<file path="config.mk">
export PLATFORM = sky130hd
export DESIGN_NAME = cash_client_port_flat
export DESIGN_NICKNAME = d
export VERILOG_FILES = /design/src/rtl/cash_pkg.sv /design/src/rtl/cash_client_port_if.sv /design/src/rtl/cash_client_port.sv /design/src/flat_wrapper.sv
export SDC_FILE = /design/constraint.sdc
export NUM_CORES = 1
export LEC_CHECK = 0
export BUFFER_PORTS_ARGS = -buffer_cell sky130_fd_sc_hd__buf_2
export CAP_MARGIN = 40
export CORE_UTILIZATION = 45
export DETAILED_ROUTE_END_ITERATION = 7
export HOLD_SLACK_MARGIN = 0.1
export PLACE_DENSITY = 0.78
export SETUP_SLACK_MARGIN = 0.4
export SLEW_MARGIN = 10
export SYNTH_ARGS = -nofsm -noshare
export SYNTH_HDL_FRONTEND = slang
export SYNTH_SLANG_ARGS = --single-unit
</file>
<file path="constraint.sdc">
create_clock -name clk -period 6.05 [get_ports clk]
set_input_delay 1.5125 -clock clk [delete_from_list [all_inputs] [get_ports clk]]
set_output_delay 1.5125 -clock clk [all_outputs]
set_load 0.01 [all_outputs]
</file>
<file path="src/rtl/cash_pkg.sv">
// cash_pkg: shared operation, status and FSM state encodings for the hash_cash client port
package cash_pkg;
  typedef enum logic [1:0] {OP_READ, OP_WRITE, OP_DELETE, OP_ILLEGAL} op_e;
  typedef enum logic [2:0] {S_OK, S_MISS, S_DUP, S_FULL, S_ILLEGAL} status_e;
  typedef enum logic [2:0] {IDLE, PROBE, WAIT, COMMIT, RESP} state_e;
endpackage

</file>
<file path="src/rtl/cash_client_port_if.sv">
// cash_client_port_if: request/response channels, occupancy and hash_cash strobe bundle
interface cash_client_port_if #(
  parameter int DATA_WIDTH = 32,
  parameter int KEY_WIDTH = 32,
  parameter int MEM_SIZE = 128
);
  localparam int CNT_W = $clog2(MEM_SIZE + 1);
  logic req_valid_i;
  logic req_ready_o;
  logic [1:0] req_op_i;
  logic [KEY_WIDTH-1:0] req_key_i;
  logic [DATA_WIDTH-1:0] req_data_i;
  logic rsp_valid_o;
  logic rsp_ready_i;
  logic [DATA_WIDTH-1:0] rsp_data_o;
  logic [2:0] rsp_status_o;
  logic [CNT_W-1:0] count_o;
  logic cash_cs_o;
  logic cash_we_o;
  logic cash_read_en_o;
  logic cash_del_o;
  logic [KEY_WIDTH-1:0] cash_key_write_o;
  logic [KEY_WIDTH-1:0] cash_key_read_o;
  logic [DATA_WIDTH-1:0] cash_data_o;
  logic [DATA_WIDTH-1:0] cash_data_i;
  logic cash_valid_i;
  logic [1:0] cash_error_i;
  modport slave (
    input req_valid_i, req_op_i, req_key_i, req_data_i, rsp_ready_i, cash_data_i, cash_valid_i, cash_error_i,
    output req_ready_o, rsp_valid_o, rsp_data_o, rsp_status_o, count_o,
    output cash_cs_o, cash_we_o, cash_read_en_o, cash_del_o, cash_key_write_o, cash_key_read_o, cash_data_o
  );
  modport master (
    output req_valid_i, req_op_i, req_key_i, req_data_i, rsp_ready_i, cash_data_i, cash_valid_i, cash_error_i,
    input req_ready_o, rsp_valid_o, rsp_data_o, rsp_status_o, count_o,
    input cash_cs_o, cash_we_o, cash_read_en_o, cash_del_o, cash_key_write_o, cash_key_read_o, cash_data_o
  );
endinterface

</file>
<file path="src/rtl/cash_client_port.sv">
// cash_client_port: turns single read/write/delete requests into probe-then-commit hash_cash cycles
module cash_client_port
  import cash_pkg::*;
#(
  parameter int DATA_WIDTH = 32,
  parameter int KEY_WIDTH = 32,
  parameter int MEM_SIZE = 128
) (
  input logic clk,
  input logic reset,
  cash_client_port_if.slave bus
);
  localparam int CNT_W = $clog2(MEM_SIZE + 1);
  localparam logic [CNT_W-1:0] FULL_CNT = CNT_W'(MEM_SIZE);
  state_e state, state_n;
  op_e op, op_n;
  status_e status, status_n;
  logic [KEY_WIDTH-1:0] key, key_n, key_rd, key_rd_n, key_wr, key_wr_n;
  logic [DATA_WIDTH-1:0] data, data_n, rsp_data, rsp_data_n, cdata, cdata_n;
  logic [CNT_W-1:0] count, count_n;
  logic cs, cs_n, we, we_n, rd, rd_n, del, del_n, hit, dup;
  assign hit = bus.cash_valid_i;
  assign dup = op == OP_WRITE && bus.cash_error_i[0];
  // next state, response and occupancy; cache strobes are derived from the state being entered so they leave a register
  always_comb begin
    state_n = state;
    op_n = op;
    key_n = key;
    data_n = data;
    rsp_data_n = rsp_data;
    status_n = status;
    count_n = count;
    case (state)
      IDLE: if (bus.req_valid_i) begin
        op_n = op_e'(bus.req_op_i);
        key_n = bus.req_key_i;
        data_n = bus.req_data_i;
        rsp_data_n = '0;
        status_n = S_ILLEGAL;
        state_n = op_n == OP_ILLEGAL ? RESP : PROBE;
      end
      PROBE: state_n = WAIT;
      WAIT: begin
        rsp_data_n = op == OP_READ && hit ? bus.cash_data_i : '0;
        status_n = hit ? (op == OP_WRITE ? S_DUP : S_OK) : (op == OP_WRITE ? S_FULL : S_MISS);
        state_n = (op == OP_WRITE ? !hit && count != FULL_CNT : op == OP_DELETE && hit) ? COMMIT : RESP;
      end
      COMMIT: begin
        status_n = dup ? S_DUP : S_OK;
        count_n = op == OP_WRITE ? (dup || count == FULL_CNT ? count : count + CNT_W'(1))
                                 : (count == '0 ? count : count - CNT_W'(1));
        state_n = RESP;
      end
      RESP: state_n = bus.rsp_ready_i ? IDLE : RESP;
      default: state_n = IDLE;
    endcase
    cs_n = state_n == PROBE || state_n == COMMIT;
    rd_n = state_n == PROBE;
    we_n = state_n == COMMIT && op_n == OP_WRITE;
    del_n = state_n == COMMIT && op_n == OP_DELETE;
    key_rd_n = rd_n ? key_n : '0;
    key_wr_n = state_n == COMMIT ? key_n : '0;
    cdata_n = we_n ? data_n : '0;
  end
  // state, latched request, response and cache-port registers
  always_ff @(posedge clk) begin
    if (reset) begin
      state <= IDLE;
      op <= OP_READ;
      key <= '0;
      data <= '0;
      rsp_data <= '0;
      status <= S_OK;
      count <= '0;
      cs <= 1'b0;
      we <= 1'b0;
      rd <= 1'b0;
      del <= 1'b0;
      key_rd <= '0;
      key_wr <= '0;
      cdata <= '0;
    end else begin
      state <= state_n;
      op <= op_n;
      key <= key_n;
      data <= data_n;
      rsp_data <= rsp_data_n;
      status <= status_n;
      count <= count_n;
      cs <= cs_n;
      we <= we_n;
      rd <= rd_n;
      del <= del_n;
      key_rd <= key_rd_n;
      key_wr <= key_wr_n;
      cdata <= cdata_n;
    end
  end
  assign bus.req_ready_o = state == IDLE;
  assign bus.rsp_valid_o = state == RESP;
  assign bus.rsp_data_o = rsp_data;
  assign bus.rsp_status_o = status;
  assign bus.count_o = count;
  assign bus.cash_cs_o = cs;
  assign bus.cash_we_o = we;
  assign bus.cash_read_en_o = rd;
  assign bus.cash_del_o = del;
  assign bus.cash_key_read_o = key_rd;
  assign bus.cash_key_write_o = key_wr;
  assign bus.cash_data_o = cdata;
  // a commit that would push occupancy past capacity or below zero means the cache and this port disagree
  assert property (@(posedge clk) disable iff (reset)
    state == COMMIT |-> (op == OP_WRITE ? bus.cash_error_i[0] || count != FULL_CNT : count != '0));
endmodule

</file>
<file path="src/flat_wrapper.sv">
// flat-port wrapper written by rule: the top's interface ports become plain ports
module cash_client_port_flat import cash_pkg::*;
#(
  parameter int DATA_WIDTH = 32,
  parameter int KEY_WIDTH = 32,
  parameter int MEM_SIZE = 128
)
  (clk, reset, bus_req_valid_i, bus_req_op_i, bus_req_key_i, bus_req_data_i, bus_rsp_ready_i, bus_cash_data_i, bus_cash_valid_i, bus_cash_error_i, bus_req_ready_o, bus_rsp_valid_o, bus_rsp_data_o, bus_rsp_status_o, bus_count_o, bus_cash_cs_o, bus_cash_we_o, bus_cash_read_en_o, bus_cash_del_o, bus_cash_key_write_o, bus_cash_key_read_o, bus_cash_data_o);
  cash_client_port_if #(.DATA_WIDTH(DATA_WIDTH), .KEY_WIDTH(KEY_WIDTH), .MEM_SIZE(MEM_SIZE)) bus_i ();
  input logic clk;
  input logic reset;
  input wire logic [$bits(bus_i.req_valid_i)-1:0] bus_req_valid_i;
  input wire logic [$bits(bus_i.req_op_i)-1:0] bus_req_op_i;
  input wire logic [$bits(bus_i.req_key_i)-1:0] bus_req_key_i;
  input wire logic [$bits(bus_i.req_data_i)-1:0] bus_req_data_i;
  input wire logic [$bits(bus_i.rsp_ready_i)-1:0] bus_rsp_ready_i;
  input wire logic [$bits(bus_i.cash_data_i)-1:0] bus_cash_data_i;
  input wire logic [$bits(bus_i.cash_valid_i)-1:0] bus_cash_valid_i;
  input wire logic [$bits(bus_i.cash_error_i)-1:0] bus_cash_error_i;
  output wire logic [$bits(bus_i.req_ready_o)-1:0] bus_req_ready_o;
  output wire logic [$bits(bus_i.rsp_valid_o)-1:0] bus_rsp_valid_o;
  output wire logic [$bits(bus_i.rsp_data_o)-1:0] bus_rsp_data_o;
  output wire logic [$bits(bus_i.rsp_status_o)-1:0] bus_rsp_status_o;
  output wire logic [$bits(bus_i.count_o)-1:0] bus_count_o;
  output wire logic [$bits(bus_i.cash_cs_o)-1:0] bus_cash_cs_o;
  output wire logic [$bits(bus_i.cash_we_o)-1:0] bus_cash_we_o;
  output wire logic [$bits(bus_i.cash_read_en_o)-1:0] bus_cash_read_en_o;
  output wire logic [$bits(bus_i.cash_del_o)-1:0] bus_cash_del_o;
  output wire logic [$bits(bus_i.cash_key_write_o)-1:0] bus_cash_key_write_o;
  output wire logic [$bits(bus_i.cash_key_read_o)-1:0] bus_cash_key_read_o;
  output wire logic [$bits(bus_i.cash_data_o)-1:0] bus_cash_data_o;
  assign bus_i.req_valid_i = bus_req_valid_i;
  assign bus_i.req_op_i = bus_req_op_i;
  assign bus_i.req_key_i = bus_req_key_i;
  assign bus_i.req_data_i = bus_req_data_i;
  assign bus_i.rsp_ready_i = bus_rsp_ready_i;
  assign bus_i.cash_data_i = bus_cash_data_i;
  assign bus_i.cash_valid_i = bus_cash_valid_i;
  assign bus_i.cash_error_i = bus_cash_error_i;
  assign bus_req_ready_o = bus_i.req_ready_o;
  assign bus_rsp_valid_o = bus_i.rsp_valid_o;
  assign bus_rsp_data_o = bus_i.rsp_data_o;
  assign bus_rsp_status_o = bus_i.rsp_status_o;
  assign bus_count_o = bus_i.count_o;
  assign bus_cash_cs_o = bus_i.cash_cs_o;
  assign bus_cash_we_o = bus_i.cash_we_o;
  assign bus_cash_read_en_o = bus_i.cash_read_en_o;
  assign bus_cash_del_o = bus_i.cash_del_o;
  assign bus_cash_key_write_o = bus_i.cash_key_write_o;
  assign bus_cash_key_read_o = bus_i.cash_key_read_o;
  assign bus_cash_data_o = bus_i.cash_data_o;
  cash_client_port #(.DATA_WIDTH(DATA_WIDTH), .KEY_WIDTH(KEY_WIDTH), .MEM_SIZE(MEM_SIZE)) u_core (.clk(clk), .reset(reset), .bus(bus_i));
endmodule
</file>
; ---- After elaboration in Yosys (flattened, before gate mapping)
; Index checks and enable logic that the tools add are counted.
[classes]
bitwise = 3
muxes = 24
n_reduce_logical = 20
eq_ne = 16
addsub = 2
[ops]
columns = cell, count
row1 = $mux 32, 6
row2 = $pmux 32 s2, 1
row3 = $mux 8, 3
row4 = $mux 3, 6
row5 = $pmux 3 s5, 1
row6 = $mux 2, 5
row7 = $eq 3x2->1 const B, 3
row8 = $pmux 3 s3, 1
row9 = $add 8x1->8 const B, 1
row10 = $eq 8x8->1 const B, 1
row11 = $logic_not 8->1, 1
row12 = $ne 8x8->1 const B, 1
row13 = $sub 8x1->8 const B, 1
row14 = $eq 2x2->1 const B, 3
row15 = $eq 3x1->1 const B, 2
row16 = $logic_and 1x1->1, 6
row17 = $reduce_or 2->1, 3
row18 = $eq 2x1->1 const B, 2
row19 = $ne 2x2->1 const B, 2
row20 = $reduce_and 2->1, 2
row21 = $eq 3x3->1 const B, 1
row22 = $logic_not 3->1, 1
row23 = $not 1->1, 3
row24 = $reduce_and 3->1, 1
row25 = 7 further kinds, 8
[totals]
output_inout_bits = 145
ff_bits = 212
input_bits = 105

; ---- Longest topological paths before layout
[depth]
word_depth = 9
depth_mapped = 8
ltp_nobuf = 7

; ---- Least setup slack after synthesis
; OpenSTA, ideal clock, no wires.
[synth_path]
path_kind = input to register
start = input bus_cash_error_i[0]
end = register u_core.count[7], in the netlist u_core.bus.count_o[7]
cell_stages = 4
setup_slack_ns = 3.438
arrival_time_ns = 2.491
required_ns = 5.929
cell_sequence = a31oi_1 -> o2111ai_2 -> a21oi_1 -> mux2_2
[synth_between]
elab_chain_len = 4
[synth_rtl]
columns = item, line
row1 = start: declaration, flat_wrapper.sv:19  ; input wire logic [$bits(bus_i.cash_error_i)-1:0] bus_cash_error_i;
row2 = $logic_and 1x1->1, cash_client_port.sv:23  ; assign dup = op == OP_WRITE && bus.cash_error_i[0];
row3 = $logic_or 1x1->1, cash_client_port.sv:50  ; count_n = op == OP_WRITE ? (dup || count == FULL_CNT ? count : count + CNT_W'(1))
row4 = $ne 2x2->1 (no source line), n/a
row5 = $reduce_and 3->1 (no source line), n/a
row6 = end signal: assignment, cash_client_port.sv:89  ; count <= count_n;
row7 = end: declaration, cash_client_port.sv:20  ; logic [CNT_W-1:0] count, count_n;
; No other way between the ends.
; A chain may end at the register's enable or synchronous reset.

; ---- Worst setup path after layout
[layout_path]
start = register u_core.state[2]
end = output bus_rsp_valid_o
[layout_between]
elab_chain_len = 1
[layout_rtl]
columns = item, line
row1 = start: declaration, cash_client_port.sv:15  ; state_e state, state_n;
row2 = start signal: assignment, cash_client_port.sv:83  ; state <= state_n;
row3 = $eq 3x3->1, cash_client_port.sv:100  ; assign bus.rsp_valid_o = state == RESP;
row4 = end: declaration, flat_wrapper.sv:21  ; output wire logic [$bits(bus_i.rsp_valid_o)-1:0] bus_rsp_valid_o;
; No other way between the ends.

==> reports/results.tsv <==
stage	metric	value	unit
detailed_routing	post_drt_wl_per_cell	13.73	µm
cells_and_area	most-common-layout-cells	buf_2, dfxtp_1, nand2_1	
clock_network	cts_max_path_buffers	3	
synth	netlist_instances	720	
cells_and_area	nets	1066	
global_routing	grt_pass1_vias	5085	
timing	fmax	327.1	MHz
synth	syn_area	6943	µm²
timing	holdWs	0.4538	ns
floorplan	io_pins	250	
clock_network	cts_hold_buf	0	
detailed_routing	antenna_left	0	
power_and_ir_drop	irDropWorstVdd	0.0001554	V
cells_and_area	final_common_cell	buf_2	
synth	syn_nets	832	
global_routing	grt_max_degree	64	
timing	slew-limit-headroom	52.72	%
clock_network	cts_buffers	21	
synth	synth_top_area_share	61.13	%
timing	grt_setup_unrepaired	no	
global_routing	gr-usage-all-layers	19.26	%
worst_setup_path	crit_path_start_kind	register	
timing	skew	0.01312	ns
timing	tns	0	ns
floorplan	dieArea	15930	µm²
global_routing	overflow	0	
synth	synth_cell_types	37	
clock_network	cts_root_buf	clkbuf_16	
placement	port_buffers	248	
placement	dp_hpwl	10.96	mm
detailed_routing	drc	0	
clock_network	post-cts-setup-buffers	0	
clock_network	clock_latency	0.49	ns
synth	ys_ff_latch	212	
cells_and_area	diodes	0	
detailed_routing	first_pass_iters	4	
floorplan	rows	45	
floorplan	die_h	126.2	µm
worst_setup_path	crit_type	reg -> out	
detailed_routing	viasPerCell	4.831	
power_and_ir_drop	power.density	330.9	nW/µm²
timing	slew_viol_final	0	
floorplan	start_util	45.84	%
worst_setup_path	end_kind	output port	
clock_network	cts_tree	built	
timing	tightestPinTransition	0.7091	ns
power_and_ir_drop	leakagePower	4.203	nW
clock_network	clock-sinks	212	
worst_setup_path	rrSetupSlack	3.53	ns
hold_path	hold_class	reg -> reg	
floorplan	chipWidth	126.2	µm
synth	yosysTopAreaCell	dfxtp_1	
synth	syn-mean-instance-area	9.643	µm²
global_routing	grt_pass1_wl	25.05	mm
floorplan	coreArea	15150	µm²
worst_setup_path	crit_fanout	7	
timing	hold_viol	0	
clock_network	h-tree-depth	1	
timing	min_period	3.057	ns
synth	synth_ff_type	dfxtp_1	
clock_network	path_clk_slew	0.06	ns
detailed_routing	drt-total-wl	15.88	mm
worst_setup_path	critical_path_arrival	1.54	ns
synth	yosysWarnings	0	
global_routing	antenna_found_initial	0	
timing	setup_violations	0	
clock_network	ctsResizeCount	0	
worst_setup_path	cp.required	4.54	ns
cells_and_area	area_delta_synth_final	30.19	%
synth	async_flop_share	0	%
synth	synth_seq_area_share	61.13	%
detailed_routing	drt_iter0_markers	276	
timing	fin_crit_sh	50.53	%
run	drv_cap	0	
placement	gp_congestion	0.8367	
synth	synth.area.top_cells	dfxtp_1, nand2_1, and2_1, a21oi_1, a22oi_1	
synth	synth-edff-count	0	
run_status	status	finished, final reports clean	
detailed_routing	vias	5589	
cells_and_area	drive_above_1_share	30.75	%
## final cells by class
| class | count | area, µm² |
|---|---|---|
| inverters | 4 | 15.01 |
| clock buffers | 31 | 613.1 |
| flip-flops and latches | 212 | 4244 |
| well taps | 188 | 235.2 |
| fillers | 1266 | 6107 |
| multi-input cells | 458 | 2499 |
| clock inverters | 7 | 95.09 |
| repair buffers | 257 | 1338 |
## routing by layer
layer / vias to the layer above / GRT usage (%) / share of wire [%]
met1: 2518 / 22.75 / 43
met2: 216 / 33.25 / 47
met4: 0 / 6.662 / 2.4
li1: 2824 / - / -
met3: 31 / 5.735 / 7.6
met5: - / 0 / 0
## registers in the layout, indices dropped and copies added, names as in the netlist
signal	flops
u_core.data	32
u_core.bus.cash_read_en_o	1
u_core.bus.cash_cs_o	1
u_core.key	32
u_core.state	3
u_core.bus.rsp_data_o	32
u_core.bus.cash_del_o	1
u_core.bus.cash_key_read_o	32
u_core.bus.rsp_status_o	3
u_core.bus.cash_we_o	1
u_core.bus.cash_key_write_o	32
u_core.op	2
u_core.bus.cash_data_o	32
u_core.bus.count_o	8
## cells in the mapped netlist, types with 3 or more instances
cell / instances
buf_2: 14
o21ai_0: 3
clkbuf_1: 25
nor3_1: 9
a22oi_1: 33
inv_1: 4
a211oi_1: 3
a31oi_1: 6
ha_1: 6
a21oi_1: 76
mux2i_1: 6
nor2b_1: 36
nand2_1: 138
nand2b_1: 4
buf_4: 3
a21o_1: 3
dfxtp_1: 212
o211ai_1: 3
nor2_1: 49
and2_1: 64
## worst paths after layout
path                              startpoint                                 end  cells past startpoint
setup / recovery  u_core.state[2]$_SDFF_PP0_                     bus_rsp_valid_o                      2
hold / removal      u_core.key[0]$_SDFF_PP0_            u_core.key[0]$_SDFF_PP0_                      2
setup reg to reg     u_core.op[1]$_SDFF_PP0_  u_core.bus.count_o[7]$_SDFFE_PP0P_                      7
hold reg to reg     u_core.key[0]$_SDFF_PP0_            u_core.key[0]$_SDFF_PP0_                      2
## worst max-delay path, stage by stage, from the launching register on
cell and delay (ns):
dfxtp_1 0.47, nor3b_1 0.39, buf_2 0.21
## metrics by stage
| step | instances | power (mW) | cell area (µm²) | worst slack, ns | utilization (%) |
|---|---|---|---|---|---|
| 6_report | 1157 | 2.991 | 9039 | 2.993 | 59.68 |
| 5_1_grt | 1157 | 3.112 | 9039 | 2.921 | 59.68 |
| 4_1_cts | 1157 | 3.020 | 9039 | 2.963 | 59.68 |
| 3_5_place_dp | 1119 | 1.717 | 8330 | 2.880 | 55.00 |
| 3_3_place_gp | 1115 | 1.706 | 8274 | 2.248 | 54.63 |
| 2_1_floorplan | 720 | 1.628 | 6943 | 3.438 | - |
## logic make-up after synthesis
logic type               after synthesis  synth area share (%)
AO/OA/AOI/OAI                        131                 11.35
XOR/XNOR                               4                0.5047
adder cells (fa/ha/maj)                7                 1.370
buffers and inverters                 50                 3.154
flip-flops                           212                 61.13
multiplexers                           7                 1.027
AND/OR/NAND/NOR                      309                 21.46
## power by group
part	total, mW	switching (mW)	internal (mW)
combinational	0.225	0.137	0.0884
sequential	1.46	0.0161	1.44
clock	1.31	0.515	0.790
total	2.99	0.668	2.32
Power figures use the tool's default switching activity.
